--- src/rtl/csm_pkg.sv ---
// Shared types for the N-port clocked shared memory: access status codes and per-port FSM states.
package csm_pkg;

  typedef enum logic [1:0] {
    ERR_OK        = 2'b00,
    ERR_ADDR      = 2'b01,
    ERR_LOCKED    = 2'b10,
    ERR_LOCKPROTO = 2'b11
  } err_e;

  typedef enum logic [1:0] {
    P_IDLE,
    P_WDATA,
    P_DONE
  } port_state_e;

  // Index width that stays at least one bit wide for degenerate sizes.
  function automatic int unsigned idx_w(input int unsigned n);
    return (n > 1) ? $clog2(n) : 1;
  endfunction

endpackage

--- src/rtl/csm_rr_arbiter.sv ---
// Round-robin arbiter: one-hot grant among requesters, searching from the pointer; owns the pointer.
module csm_rr_arbiter
  import csm_pkg::*;
#(
  parameter int unsigned N_PORTS = 4
) (
  input  logic               clk,
  input  logic               reset,
  input  logic [N_PORTS-1:0] req,
  input  logic               block,
  output logic [N_PORTS-1:0] grant
);

  localparam int unsigned PTR_W = idx_w(N_PORTS);

  logic [PTR_W-1:0] ptr_q, ptr_d;
  logic [PTR_W-1:0] idx;
  logic             found;

  always_comb begin
    grant = '0;
    ptr_d = ptr_q;
    found = 1'b0;
    idx   = '0;
    for (int unsigned off = 0; off < N_PORTS; off++) begin
      idx = PTR_W'((32'(ptr_q) + off) % N_PORTS);
      if (!found && !block && req[idx]) begin
        found      = 1'b1;
        grant[idx] = 1'b1;
        ptr_d      = PTR_W'((32'(idx) + 1) % N_PORTS);
      end
    end
  end

  always_ff @(posedge clk) begin
    if (reset) begin
      ptr_q <= '0;
    end else begin
      ptr_q <= ptr_d;
    end
  end

endmodule

--- src/rtl/csm_nport.sv ---
// N-port shared register file with per-register hold/release locks and round-robin access.
// Define CSM_LOCK_TIMEOUT_EN to auto-release locks left unrefreshed for LOCK_TIMEOUT cycles.
module csm_nport
  import csm_pkg::*;
#(
  parameter int unsigned N_PORTS      = 4,
  parameter int unsigned DATA_W       = 8,
  parameter int unsigned DEPTH        = 8,
  parameter int unsigned LOCK_TIMEOUT = 64
) (
  input  logic                           clk,
  input  logic                           reset,
  input  logic [N_PORTS-1:0][DATA_W-1:0] p_in_AD,
  input  logic [N_PORTS-1:0]             p_rw,
  input  logic [N_PORTS-1:0]             p_enable,
  input  logic [N_PORTS-1:0]             p_hold,
  input  logic [N_PORTS-1:0]             p_release,
  output logic [N_PORTS-1:0]             p_ack,
  output logic [N_PORTS-1:0][1:0]        p_err,
  output logic [N_PORTS-1:0][DATA_W-1:0] p_out_data
);

  localparam int unsigned ADDR_W = idx_w(DEPTH);
  localparam int unsigned PORT_W = idx_w(N_PORTS);

  if (N_PORTS < 2 || LOCK_TIMEOUT < 2) begin : g_bad_param
    $error("csm_nport: N_PORTS and LOCK_TIMEOUT must both be at least 2");
  end

  port_state_e       state_q    [N_PORTS];
  port_state_e       state_d    [N_PORTS];
  err_e              err_q      [N_PORTS];
  logic [ADDR_W-1:0] addr_q     [N_PORTS];
  logic [DATA_W-1:0] out_data_q [N_PORTS];
  logic [DATA_W-1:0] regs_q     [DEPTH];
  logic [PORT_W-1:0] lock_owner_q [DEPTH];
  logic [DEPTH-1:0]  lock_valid_q;
  logic [DEPTH-1:0]  lock_expire;

  logic [N_PORTS-1:0] req, grant;
  logic               block;

  always_comb begin
    req   = '0;
    block = 1'b0;
    for (int i = 0; i < N_PORTS; i++) begin
      req[i] = p_enable[i] && (state_q[i] == P_IDLE);
      if (state_q[i] == P_WDATA) block = 1'b1;
    end
  end

  csm_rr_arbiter #(
    .N_PORTS(N_PORTS)
  ) u_arb (
    .clk  (clk),
    .reset(reset),
    .req  (req),
    .block(block),
    .grant(grant)
  );

  // Decode of the single granted request; at most one grant per cycle.
  logic              gnt_any;
  logic [PORT_W-1:0] g_idx;
  logic [DATA_W-1:0] g_ad;
  logic [ADDR_W-1:0] g_addr;
  logic              g_rw, g_hold, g_rel, g_owned, g_locked_other;
  err_e              g_err;

  always_comb begin
    g_idx = '0;
    for (int i = 0; i < N_PORTS; i++) begin
      if (grant[i]) g_idx = PORT_W'(i);
    end
    gnt_any        = |grant;
    g_ad           = p_in_AD[g_idx];
    g_rw           = p_rw[g_idx];
    g_hold         = p_hold[g_idx];
    g_rel          = p_release[g_idx];
    g_addr         = g_ad[ADDR_W-1:0];
    g_owned        = lock_valid_q[g_addr] && (lock_owner_q[g_addr] == g_idx);
    g_locked_other = lock_valid_q[g_addr] && (lock_owner_q[g_addr] != g_idx);
    if ((g_ad >> ADDR_W) != '0) begin
      g_err = ERR_ADDR;
    end else if (g_hold && g_rel) begin
      g_err = ERR_LOCKPROTO;
    end else if (g_rel && !g_owned) begin
      g_err = ERR_LOCKPROTO;
    end else if (g_locked_other && (g_rw || g_hold)) begin
      g_err = ERR_LOCKED;
    end else begin
      g_err = ERR_OK;
    end
  end

  always_comb begin
    for (int i = 0; i < N_PORTS; i++) begin
      state_d[i] = state_q[i];
      unique case (state_q[i])
        P_IDLE: begin
          if (grant[i]) state_d[i] = (p_rw[i] && (g_err == ERR_OK)) ? P_WDATA : P_DONE;
        end
        P_WDATA: state_d[i] = P_DONE;
        P_DONE:  state_d[i] = P_IDLE;
        default: state_d[i] = P_IDLE;
      endcase
    end
  end

  always_comb begin
    for (int i = 0; i < N_PORTS; i++) begin
      p_ack[i]      = (state_q[i] == P_DONE);
      p_err[i]      = p_ack[i] ? err_q[i] : ERR_OK;
      p_out_data[i] = out_data_q[i];
    end
  end

  always_ff @(posedge clk) begin
    if (reset) begin
      for (int i = 0; i < N_PORTS; i++) begin
        state_q[i]    <= P_IDLE;
        err_q[i]      <= ERR_OK;
        addr_q[i]     <= '0;
        out_data_q[i] <= '0;
      end
    end else begin
      for (int i = 0; i < N_PORTS; i++) begin
        state_q[i] <= state_d[i];
        if (grant[i]) begin
          err_q[i]  <= g_err;
          addr_q[i] <= g_addr;
          if (!g_rw && (g_err == ERR_OK)) out_data_q[i] <= regs_q[g_addr];
        end
      end
    end
  end

  // Write data arrives on the bus in the cycle after the grant.
  always_ff @(posedge clk) begin
    if (reset) begin
      for (int r = 0; r < DEPTH; r++) regs_q[r] <= '0;
    end else begin
      for (int i = 0; i < N_PORTS; i++) begin
        if (state_q[i] == P_WDATA) regs_q[addr_q[i]] <= p_in_AD[i];
      end
    end
  end

`ifdef CSM_LOCK_TIMEOUT_EN
  localparam int unsigned CNT_W = idx_w(LOCK_TIMEOUT);

  logic [CNT_W-1:0] lock_cnt_q [DEPTH];
  logic             lock_touch;

  assign lock_touch = gnt_any && (g_err == ERR_OK) && (g_hold || g_owned);

  always_comb begin
    lock_expire = '0;
    for (int r = 0; r < DEPTH; r++) begin
      lock_expire[r] = lock_valid_q[r] && (lock_cnt_q[r] == CNT_W'(LOCK_TIMEOUT - 1));
    end
  end

  always_ff @(posedge clk) begin
    if (reset) begin
      for (int r = 0; r < DEPTH; r++) lock_cnt_q[r] <= '0;
    end else begin
      for (int r = 0; r < DEPTH; r++) begin
        if (lock_valid_q[r]) lock_cnt_q[r] <= lock_cnt_q[r] + 1'b1;
      end
      if (lock_touch) lock_cnt_q[g_addr] <= '0;
    end
  end
`else
  assign lock_expire = '0;
`endif

  // Later assignments win: an owner access in the expiry cycle keeps or releases the lock as asked.
  always_ff @(posedge clk) begin
    if (reset) begin
      lock_valid_q <= '0;
      for (int r = 0; r < DEPTH; r++) lock_owner_q[r] <= '0;
    end else begin
      for (int r = 0; r < DEPTH; r++) begin
        if (lock_expire[r]) lock_valid_q[r] <= 1'b0;
      end
      if (gnt_any && (g_err == ERR_OK)) begin
        if (g_hold) begin
          lock_valid_q[g_addr] <= 1'b1;
          lock_owner_q[g_addr] <= g_idx;
        end else if (g_rel) begin
          lock_valid_q[g_addr] <= 1'b0;
        end else if (g_owned) begin
          lock_valid_q[g_addr] <= 1'b1;
        end
      end
    end
  end

endmodule

--- config.mk ---
export PLATFORM = sky130hd
export DESIGN_NAME = csm_nport
export DESIGN_NICKNAME = d
export VERILOG_FILES = /design/src/rtl/csm_pkg.sv /design/src/rtl/csm_rr_arbiter.sv /design/src/rtl/csm_nport.sv
export SDC_FILE = /design/constraint.sdc
export NUM_CORES = 1
export LEC_CHECK = 0
export ABC_AREA = 1
export CORE_ASPECT_RATIO = 0.8
export CORE_UTILIZATION = 60
export CTS_BUF_LIST = sky130_fd_sc_hd__clkbuf_4 sky130_fd_sc_hd__clkbuf_8
export DETAILED_ROUTE_END_ITERATION = 12
export PLACE_DENSITY_LB_ADDON = 0.05
export SLEW_MARGIN = 20
export SYNTH_ARGS = -nofsm -noshare
export SYNTH_HDL_FRONTEND = slang
export SYNTH_SLANG_ARGS = --single-unit
export TNS_END_PERCENT = 50
--- constraint.sdc ---
create_clock -name clk -period 5 [get_ports clk]
set_input_delay 0.75 -clock clk [delete_from_list [all_inputs] [get_ports clk]]
set_output_delay 0.75 -clock clk [all_outputs]
set_load 0.005 [all_outputs]
==> load_flow_metrics.sql, run 1 <==
INSERT INTO impl_metrics (metric_group, metric, value, unit) VALUES
('outcome', 'run_status', 'finished clean', ''),
('cts', 'clkTransAtPathRegs', '100', 'ps'),
('timing', 'min_period', '4650', 'ps'),
('route', 'drt_pre_antenna_iters', '7', ''),
('power_and_ir_drop', 'irDropWorstVdd', '0.000501', 'V'),
('power_and_ir_drop', 'cellPowerDensity', '703', 'nW/um2'),
('timing', 'maxSlewHeadroom', '27.4', '%'),
('worst_setup_path', 'cpPeakStageDelay', '480', 'ps'),
('worst_setup_path', 'worstPathBufferInverterCount', '4', ''),
('power_and_ir_drop', 'power.share.clock', '12.1', '%'),
('synthesis', 'synthesis.instances', '1147', ''),
('cts', 'root_buffer', 'sky130_fd_sc_hd__clkbuf_8', ''),
('cts', 'cts_buffer_depth', '2', ''),
('cts', 'cts.sink_count', '150', ''),
('floorplanning', 'floorplan.die_area', '16400', 'um2'),
('timing', 'final.setup.tns', '0', 'ps'),
('synthesis', 'postSynthNetCount', '1205', ''),
('global_route', 'vias_in_the_first_global_route', '8520', ''),
('power_and_ir_drop', 'power.share.combinational', '66.1', '%'),
('synthesis', 'synth-seq-area-share', '45.4', '%'),
('worst_setup_path', 'critical_path.top_delay_family', 'simple AND/OR/NAND/NOR gates', ''),
('finish', 'final_core_util', '73.2', '%'),
('timing', 'fin_hold_ws', '475', 'ps'),
('timing', 'final_setup_violation_count', '0', ''),
('synthesis', 'synth.avg_cell_area', '8.30', 'um2'),
('cts', 'clock_latency', '490', 'ps'),
('floorplanning', 'area_of_the_core', '15300', 'um2'),
('route', 'detailedRoute.firstIterationViolations', '1699', ''),
('finish', 'nNetsFinal', '1303', ''),
('timing', 'max_clock_freq', '0.215', 'GHz'),
('worst_setup_path', 'start_kind', 'flip-flop', ''),
('timing', 'timing.final.max_slew_violations', '0', ''),
('timing', 'fin_worst_skew', '22.6', 'ps'),
('finish', 'multi_input_comb_area', '4340', 'um2'),
('power_and_ir_drop', 'switching_power', '4.47', 'mW'),
('placed_design', 'post_detailed_placement_half_perimeter_wirelength', '25.1', 'mm'),
('worst_setup_path', 'critical-path-slowest-cell', 'sky130_fd_sc_hd__dfxtp_1', ''),
('power_and_ir_drop', 'swShare', '56.9', '%'),
('cts', 'cts_inserted_buffers', '17', ''),
('worst_setup_path', 'critPathCaptureType', 'flip-flop', ''),
('global_route', 'total_congestion_overflow_after_global_routing', '0', ''),
('synthesis', 'synth_top_area_share', '41.6', '%'),
('synthesis', 'synth_top_area_cell', 'sky130_fd_sc_hd__edfxtp_1', ''),
('power_and_ir_drop', 'p_leak', '4.51', 'nW'),
('hold_path', 'type_of_the_worst_min_delay_path', 'flip-flop to flip-flop', ''),
('floorplanning', 'floorplan.rows', '40', ''),
('route', 'routed_len_inst', '23.3', 'um'),
('floorplanning', 'die_y', '115', 'um'),
('floorplanning', 'floorplan.io_pins', '94', ''),
('timing', 'worst_pin_slew', '1080', 'ps'),
('global_route', 'antenna_found_initial', '2', ''),
('power_and_ir_drop', 'seq_power_share', '21.8', '%'),
('synthesis', 'dominantRegCellSynth', 'sky130_fd_sc_hd__edfxtp_1', ''),
('run', 'max-cap-violations', '0', ''),
('worst_setup_path', 'critical_path_class', 'flip-flop to flip-flop', ''),
('cts', 'hold_buffers', '0', ''),
('synthesis', 'ys_top_cells_by_area', 'sky130_fd_sc_hd__edfxtp_1 (42%), sky130_fd_sc_hd__nand2_1 (7.4%), sky130_fd_sc_hd__inv_1 (5.6%)', ''),
('synthesis', 'postSynthRegisterBits', '150', ''),
('cts', 'post_cts_resize_count', '0', ''),
('floorplanning', 'floorplan.die.width', '143', 'um'),
('global_route', 'grt_max_degree', '33', ''),
('placed_design', 'gpl.final_weighted_congestion', '1.11', ''),
('finish', 'syn_to_final_growth', '17.3', '%'),
('worst_setup_path', 'critPathArrivalTime', '4840', 'ps'),
('finish', 'fillCellCount', '1186', ''),
('route', 'drcViolationCount', '0', ''),
('synthesis', 'synth-async-reset-ratio', '0', '%'),
('placed_design', 'place.port_buffers', '93', ''),
('floorplanning', 'floorplan.initialDensity', '62.4', '%'),
('synthesis', 'yosysWarnings', '0', ''),
('worst_setup_path', 'crit_path_max_fanout', '25', '');
-- kinds of logic (layout without fill, tap and decap cells) --
| kind of cell | Yosys count | after routing | synth area share, % |
|---|---|---|---|
| AO/OA/AOI/OAI | 242 | 242 | 16.8 |
| adder cells (fa/ha/maj) | 8 | 8 | 1.05 |
| buffers and inverters | 213 | 324 | 9.00 |
| flip-flops | 150 | 150 | 45.4 |
| other | 0 | 1 | 0 |
| AND/OR/NAND/NOR | 534 | 534 | 27.7 |
-- cell type report --
type                       count  share of cell area [%]
tap                          210                    2.35
inverter                     164                    5.51
clock buffer                  17                    2.10
antenna                        1                  0.0224
sequential                   150                    38.7
multi-input combinational    784                    38.9
clock inverter                15                    1.59
timing repair buffer         128                    10.8
-- per-layer routing --
layer	share of wire [%]	track usage (%)	wire, um	vias up
li1	-	-	-	4253
met1	38	60.3	13100	4427
met2	39	56.4	13400	819
met3	18	19.9	6300	140
met4	4.0	16.1	1370	0
met5	0	0	0	-
-- worst paths after layout --
kind	start	end	slack (ps)	cells after the start
setup / recovery	u_arb.ptr_q[1]$_SDFFE_PP0P_	out_data_q[2][6]$_SDFFCE_PN0P_	350	27
hold / removal	state_q[2][1]$_SDFFE_PP0P_	state_q[2][0]$_SDFFE_PP0P_	470	1
setup reg to reg	u_arb.ptr_q[1]$_SDFFE_PP0P_	out_data_q[2][6]$_SDFFCE_PN0P_	350	27
hold reg to reg	state_q[2][1]$_SDFFE_PP0P_	state_q[2][0]$_SDFFE_PP0P_	470	1
-- power by group through the flow --
stage | Clock [mW] | Combinational (mW) | Sequential [mW]
after detailed placement | 0 | 4.99 | 1.73
final | 0.950 | 5.19 | 1.71
after global routing | 0.999 | 5.57 | 1.73
after global placement | 0 | 4.87 | 1.73
after CTS | 0.946 | 5.02 | 1.71
after floorplan | 0 | 3.43 | 1.71
-- through the flow --
step,instances,instance area [um2],worst slack [ps],power (mW)
2_1_floorplan,1147,9520,749,5.14
3_3_place_gp,1436,10700,244,6.60
3_5_place_dp,1436,10700,154,6.73
4_1_cts,1468,11200,389,7.68
5_1_grt,1468,11200,34.1,8.30
6_report,1469,11200,349,7.85
-- state kept, by name (all words and copies together) (netlist names), named ones only --
signal and cells:
lock_owner_q 16, out_data_q 32, u_arb.ptr_q 2, addr_q 12, state_q 8, err_q 8, regs_q 64
-- cells in the final DEF, fill, tap and decap left out, types with 9 or more instances in the layout --
cell	Yosys	routed
sky130_fd_sc_hd__a21oi_1	26	26
sky130_fd_sc_hd__a22o_1	9	9
sky130_fd_sc_hd__a22oi_1	60	60
sky130_fd_sc_hd__a31oi_1	24	24
sky130_fd_sc_hd__buf_4	3	34
sky130_fd_sc_hd__clkbuf_8	0	17
sky130_fd_sc_hd__clkdlybuf4s50_1	0	93
sky130_fd_sc_hd__dfxtp_1	18	17
sky130_fd_sc_hd__edfxtp_1	132	132
sky130_fd_sc_hd__inv_1	143	143
sky130_fd_sc_hd__inv_2	13	13
sky130_fd_sc_hd__nand2_1	188	188
sky130_fd_sc_hd__nand2_2	15	15
sky130_fd_sc_hd__nand3_1	97	97
sky130_fd_sc_hd__nand4_1	28	28
sky130_fd_sc_hd__nor2_1	126	126
sky130_fd_sc_hd__nor3_1	16	16
sky130_fd_sc_hd__nor3_2	28	28
sky130_fd_sc_hd__o2111ai_1	10	10
sky130_fd_sc_hd__o211ai_1	14	14
sky130_fd_sc_hd__o21ai_0	59	59
Power figures use the tool's default switching activity.
==> inputs of run 2 (changes only) <==
--- a/config.mk
+++ b/config.mk
@@ -11,6 +11,7 @@
 export CTS_BUF_LIST = sky130_fd_sc_hd__clkbuf_4 sky130_fd_sc_hd__clkbuf_8
 export DETAILED_ROUTE_END_ITERATION = 12
 export PLACE_DENSITY_LB_ADDON = 0.05
+export REMOVE_ABC_BUFFERS = 1
 export SLEW_MARGIN = 20
 export SYNTH_ARGS = -nofsm -noshare
 export SYNTH_HDL_FRONTEND = slang
==> run 2 against run 1 <==
Fmax grew 0.13%. Combinational power is essentially flat. Sequential cell count unchanged. Clock skew is 3.3 ps lower. Critical path depth is the same. Critical endpoint is now out_data_q[2][1]$_SDFFCE_PN0P_. Largest power group unchanged.
==> load_flow_metrics.sql, run 2 (same netlist as run 1, synthesis figures left out) <==
INSERT INTO impl_metrics (metric_group, metric, value, unit) VALUES
('outcome', 'run_status', 'finished clean', ''),
('global_route', 'vias_in_the_first_global_route', '8718', ''),
('finish', 'post-route-cell-area', '11200', 'um2'),
('timing', 'hold_viol_final', '0', ''),
('worst_setup_path', 'critPathCaptureType', 'flip-flop', ''),
('floorplanning', 'area_of_the_core', '15300', 'um2'),
('timing', 'min_period', '4640', 'ps'),
('power_and_ir_drop', 'fin_total_pwr', '7.78', 'mW'),
('timing', 'timing.final.max_slew_violations', '0', ''),
('timing', 'max_clock_freq', '0.215', 'GHz'),
('timing', 'maxSlewHeadroom', '33.5', '%'),
('worst_setup_path', 'crit_path_max_fanout', '25', ''),
('cts', 'root_buffer', 'sky130_fd_sc_hd__clkbuf_8', ''),
('global_route', 'total_congestion_overflow_after_global_routing', '0', ''),
('worst_setup_path', 'critical_path_class', 'flip-flop to flip-flop', ''),
('cts', 'cts_post_setup_buffers_inserted', '0', ''),
('finish', 'layout_common_cells', 'sky130_fd_sc_hd__nand2_1 (188), sky130_fd_sc_hd__inv_1 (143), sky130_fd_sc_hd__edfxtp_1 (132)', ''),
('finish', 'multi_input_comb_area', '4350', 'um2'),
('route', 'total_length_of_routed_wires', '34.0', 'mm'),
('worst_setup_path', 'reg2reg_setup_slack', '360', 'ps'),
('hold_path', 'hold-path-endpoint', 'state_q[2][0]$_SDFFE_PP0P_', ''),
('hold_path', 'type_of_the_worst_min_delay_path', 'flip-flop to flip-flop', ''),
('floorplanning', 'floorplan.rows', '40', ''),
('finish', 'top_register', 'regs_q', ''),
('hold_path', 'worstHoldPathCells', '1', ''),
('run', 'max-cap-violations', '0', ''),
('route', 'final_antenna_net_count', '0', ''),
('route', 'dr_total_vias', '9739', ''),
('global_route', 'antenna_found_initial', '3', ''),
('worst_setup_path', 'start_kind', 'flip-flop', ''),
('floorplanning', 'floorplan.io_pins', '94', ''),
('finish', 'final-seq-area', '4330', 'um2'),
('floorplanning', 'floorplan.initialDensity', '62.4', '%'),
('worst_setup_path', 'r2r.worst_path.cells', '27', ''),
('finish', 'layout_top_registers', 'regs_q: 64 flops, out_data_q: 32 flops, lock_owner_q: 16 flops', ''),
('route', 'drt_pre_antenna_iters', '9', ''),
('placed_design', 'gpl.final_weighted_congestion', '1.07', ''),
('cts', 'hold_buffers', '0', ''),
('hold_path', 'hold_path_startpoint', 'state_q[2][1]$_SDFFE_PP0P_', ''),
('power_and_ir_drop', 'irDropWorstVdd', '0.000645', 'V'),
('power_and_ir_drop', 'cellPowerDensity', '694', 'nW/um2'),
('placed_design', 'place.port_buffers', '93', ''),
('floorplanning', 'floorplan.die_area', '16400', 'um2'),
('timing', 'final_setup_violation_count', '0', ''),
('timing', 'worst_pin_slew', '994', 'ps'),
('cts', 'clkTransAtPathRegs', '80', 'ps'),
('cts', 'cts.sink_count', '150', ''),
('finish', 'fillCellCount', '1143', ''),
('cts', 'cts_inserted_buffers', '17', ''),
('finish', 'final_layout_size_suffix_gt1_share', '12.3', '%'),
('cts', 'cts_buffer_depth', '2', ''),
('worst_setup_path', 'rr_startpoint', 'u_arb.ptr_q[1]$_SDFFE_PP0P_', ''),
('worst_setup_path', 'regToRegEndpoint', 'out_data_q[2][1]$_SDFFCE_PN0P_', ''),
('timing', 'fin_worst_skew', '19.3', 'ps'),
('finish', 'nNetsFinal', '1312', ''),
('finish', 'layout.cells.most_common', 'sky130_fd_sc_hd__nand2_1', ''),
('route', 'detailedRoute.firstIterationViolations', '1500', ''),
('cts', 'clock_latency', '470', 'ps'),
('global_route', 'grt_max_degree', '33', ''),
('route', 'routed_len_inst', '23.0', 'um'),
('worst_setup_path', 'required_time_at_the_worst_slack_endpoint', '5160', 'ps'),
('finish', 'largest_register_ffs', '64', ''),
('global_route', 'grt_pass1_wl', '50.2', 'mm'),
('finish', 'syn_to_final_growth', '17.7', '%'),
('route', 'drcViolationCount', '0', ''),
('floorplanning', 'die_y', '115', 'um'),
('cts', 'h_tree_depth', '4', ''),
('timing', 'final.period_utilization', '92.9', '%'),
('worst_setup_path', 'critPathArrivalTime', '4810', 'ps'),
('floorplanning', 'floorplan.die.width', '143', 'um'),
('power_and_ir_drop', 'p_leak', '4.54', 'nW'),
('global_route', 'grt_util_all_layers', '42.7', '%'),
('placed_design', 'post_detailed_placement_half_perimeter_wirelength', '24.9', 'mm'),
('cts', 'cts_tree', 'yes', ''),
('finish', 'final_core_util', '73.4', '%'),
('route', 'route.detailed.vias_per_inst', '6.58', ''),
('cts', 'post_cts_resize_count', '0', ''),
('placed_design', 'place_area', '10800', 'um2');
-- run 2: how the worst max path moves through the flow --
stage	from	to	slack [ps]	depth (start not counted)
detailed placement	p_enable[2]	lock_owner_q[1][1]$_SDFFCE_PN0P_	180	26
global placement	p_enable[2]	lock_owner_q[5][1]$_SDFFCE_PN0P_	300	26
CTS	u_arb.ptr_q[0]$_SDFFE_PP0P_	lock_owner_q[1][1]$_SDFFCE_PN0P_	330	27
global route	u_arb.ptr_q[1]$_SDFFE_PP0P_	out_data_q[0][7]$_SDFFCE_PN0P_	-2	27
finish	u_arb.ptr_q[1]$_SDFFE_PP0P_	out_data_q[2][1]$_SDFFCE_PN0P_	360	27
floorplan	u_arb.ptr_q[0]$_SDFFE_PP0P_	out_data_q[0][0]$_SDFFCE_PN0P_	-20	26
-- run 2: final cells by class --
cell class	instances	share of cell area (%)
Multi-Input combinational cell	784	38.8
Sequential cell	150	38.6
Timing Repair Buffer	137	11.4
Inverter	164	5.49
Tap cell	210	2.34
Clock buffer	18	2.15
Clock inverter	14	1.19
Antenna cell	3	0.0670
-- run 2: worst max-delay path, cell delays in order (launching register included) --
cell and delay [ps]:
sky130_fd_sc_hd__dfxtp_1 490, sky130_fd_sc_hd__inv_1 200, sky130_fd_sc_hd__ha_1 380, sky130_fd_sc_hd__inv_1 140, sky130_fd_sc_hd__nand3_2 140, sky130_fd_sc_hd__nand2_2 100
sky130_fd_sc_hd__nand3_4 100, sky130_fd_sc_hd__nor2_4 180, sky130_fd_sc_hd__nand2_2 90, sky130_fd_sc_hd__nand3_4 160, sky130_fd_sc_hd__nand2_4 80, sky130_fd_sc_hd__nand2_2 80
sky130_fd_sc_hd__nand2_1 80, sky130_fd_sc_hd__nand2_2 160, sky130_fd_sc_hd__nand2_4 210, sky130_fd_sc_hd__inv_2 180, sky130_fd_sc_hd__nand2_1 80, sky130_fd_sc_hd__nand3_1 100
sky130_fd_sc_hd__nand2_1 100, sky130_fd_sc_hd__nor2_1 100, sky130_fd_sc_hd__nand2_1 50, sky130_fd_sc_hd__nand2_1 80, sky130_fd_sc_hd__nand3_1 110, sky130_fd_sc_hd__nand2_2 110
sky130_fd_sc_hd__nand4_2 120, sky130_fd_sc_hd__or2_1 310, sky130_fd_sc_hd__o21ai_0 190, sky130_fd_sc_hd__buf_4 210
-- run 2: metal layers --
layer | wire [um] | global-route usage (%) | up-vias
li1 | - | - | 4268
met1 | 13100 | 58.6 | 4500
met2 | 13600 | 59.6 | 808
met3 | 5660 | 16.9 | 159
met4 | 1590 | 18.0 | 4
met5 | 46 | 0 | -
-- run 2: stage by stage --
stage / cells / hold WS [ps] / setup WS (ps) / TNS [ps]
floorplan: 1098 / 423 / -23.8 / -763
global placement: 1445 / 439 / 303 / 0
detailed placement: 1445 / 446 / 175 / 0
CTS: 1477 / 463 / 329 / 0
global route: 1478 / 500 / -2.25 / -5.40
finish: 1480 / 473 / 355 / 0
-- run 2: report_power, final --
part	switching, mW	internal [mW]
combinational	3.74	1.42
clock	0.531	0.372
sequential	0.113	1.60
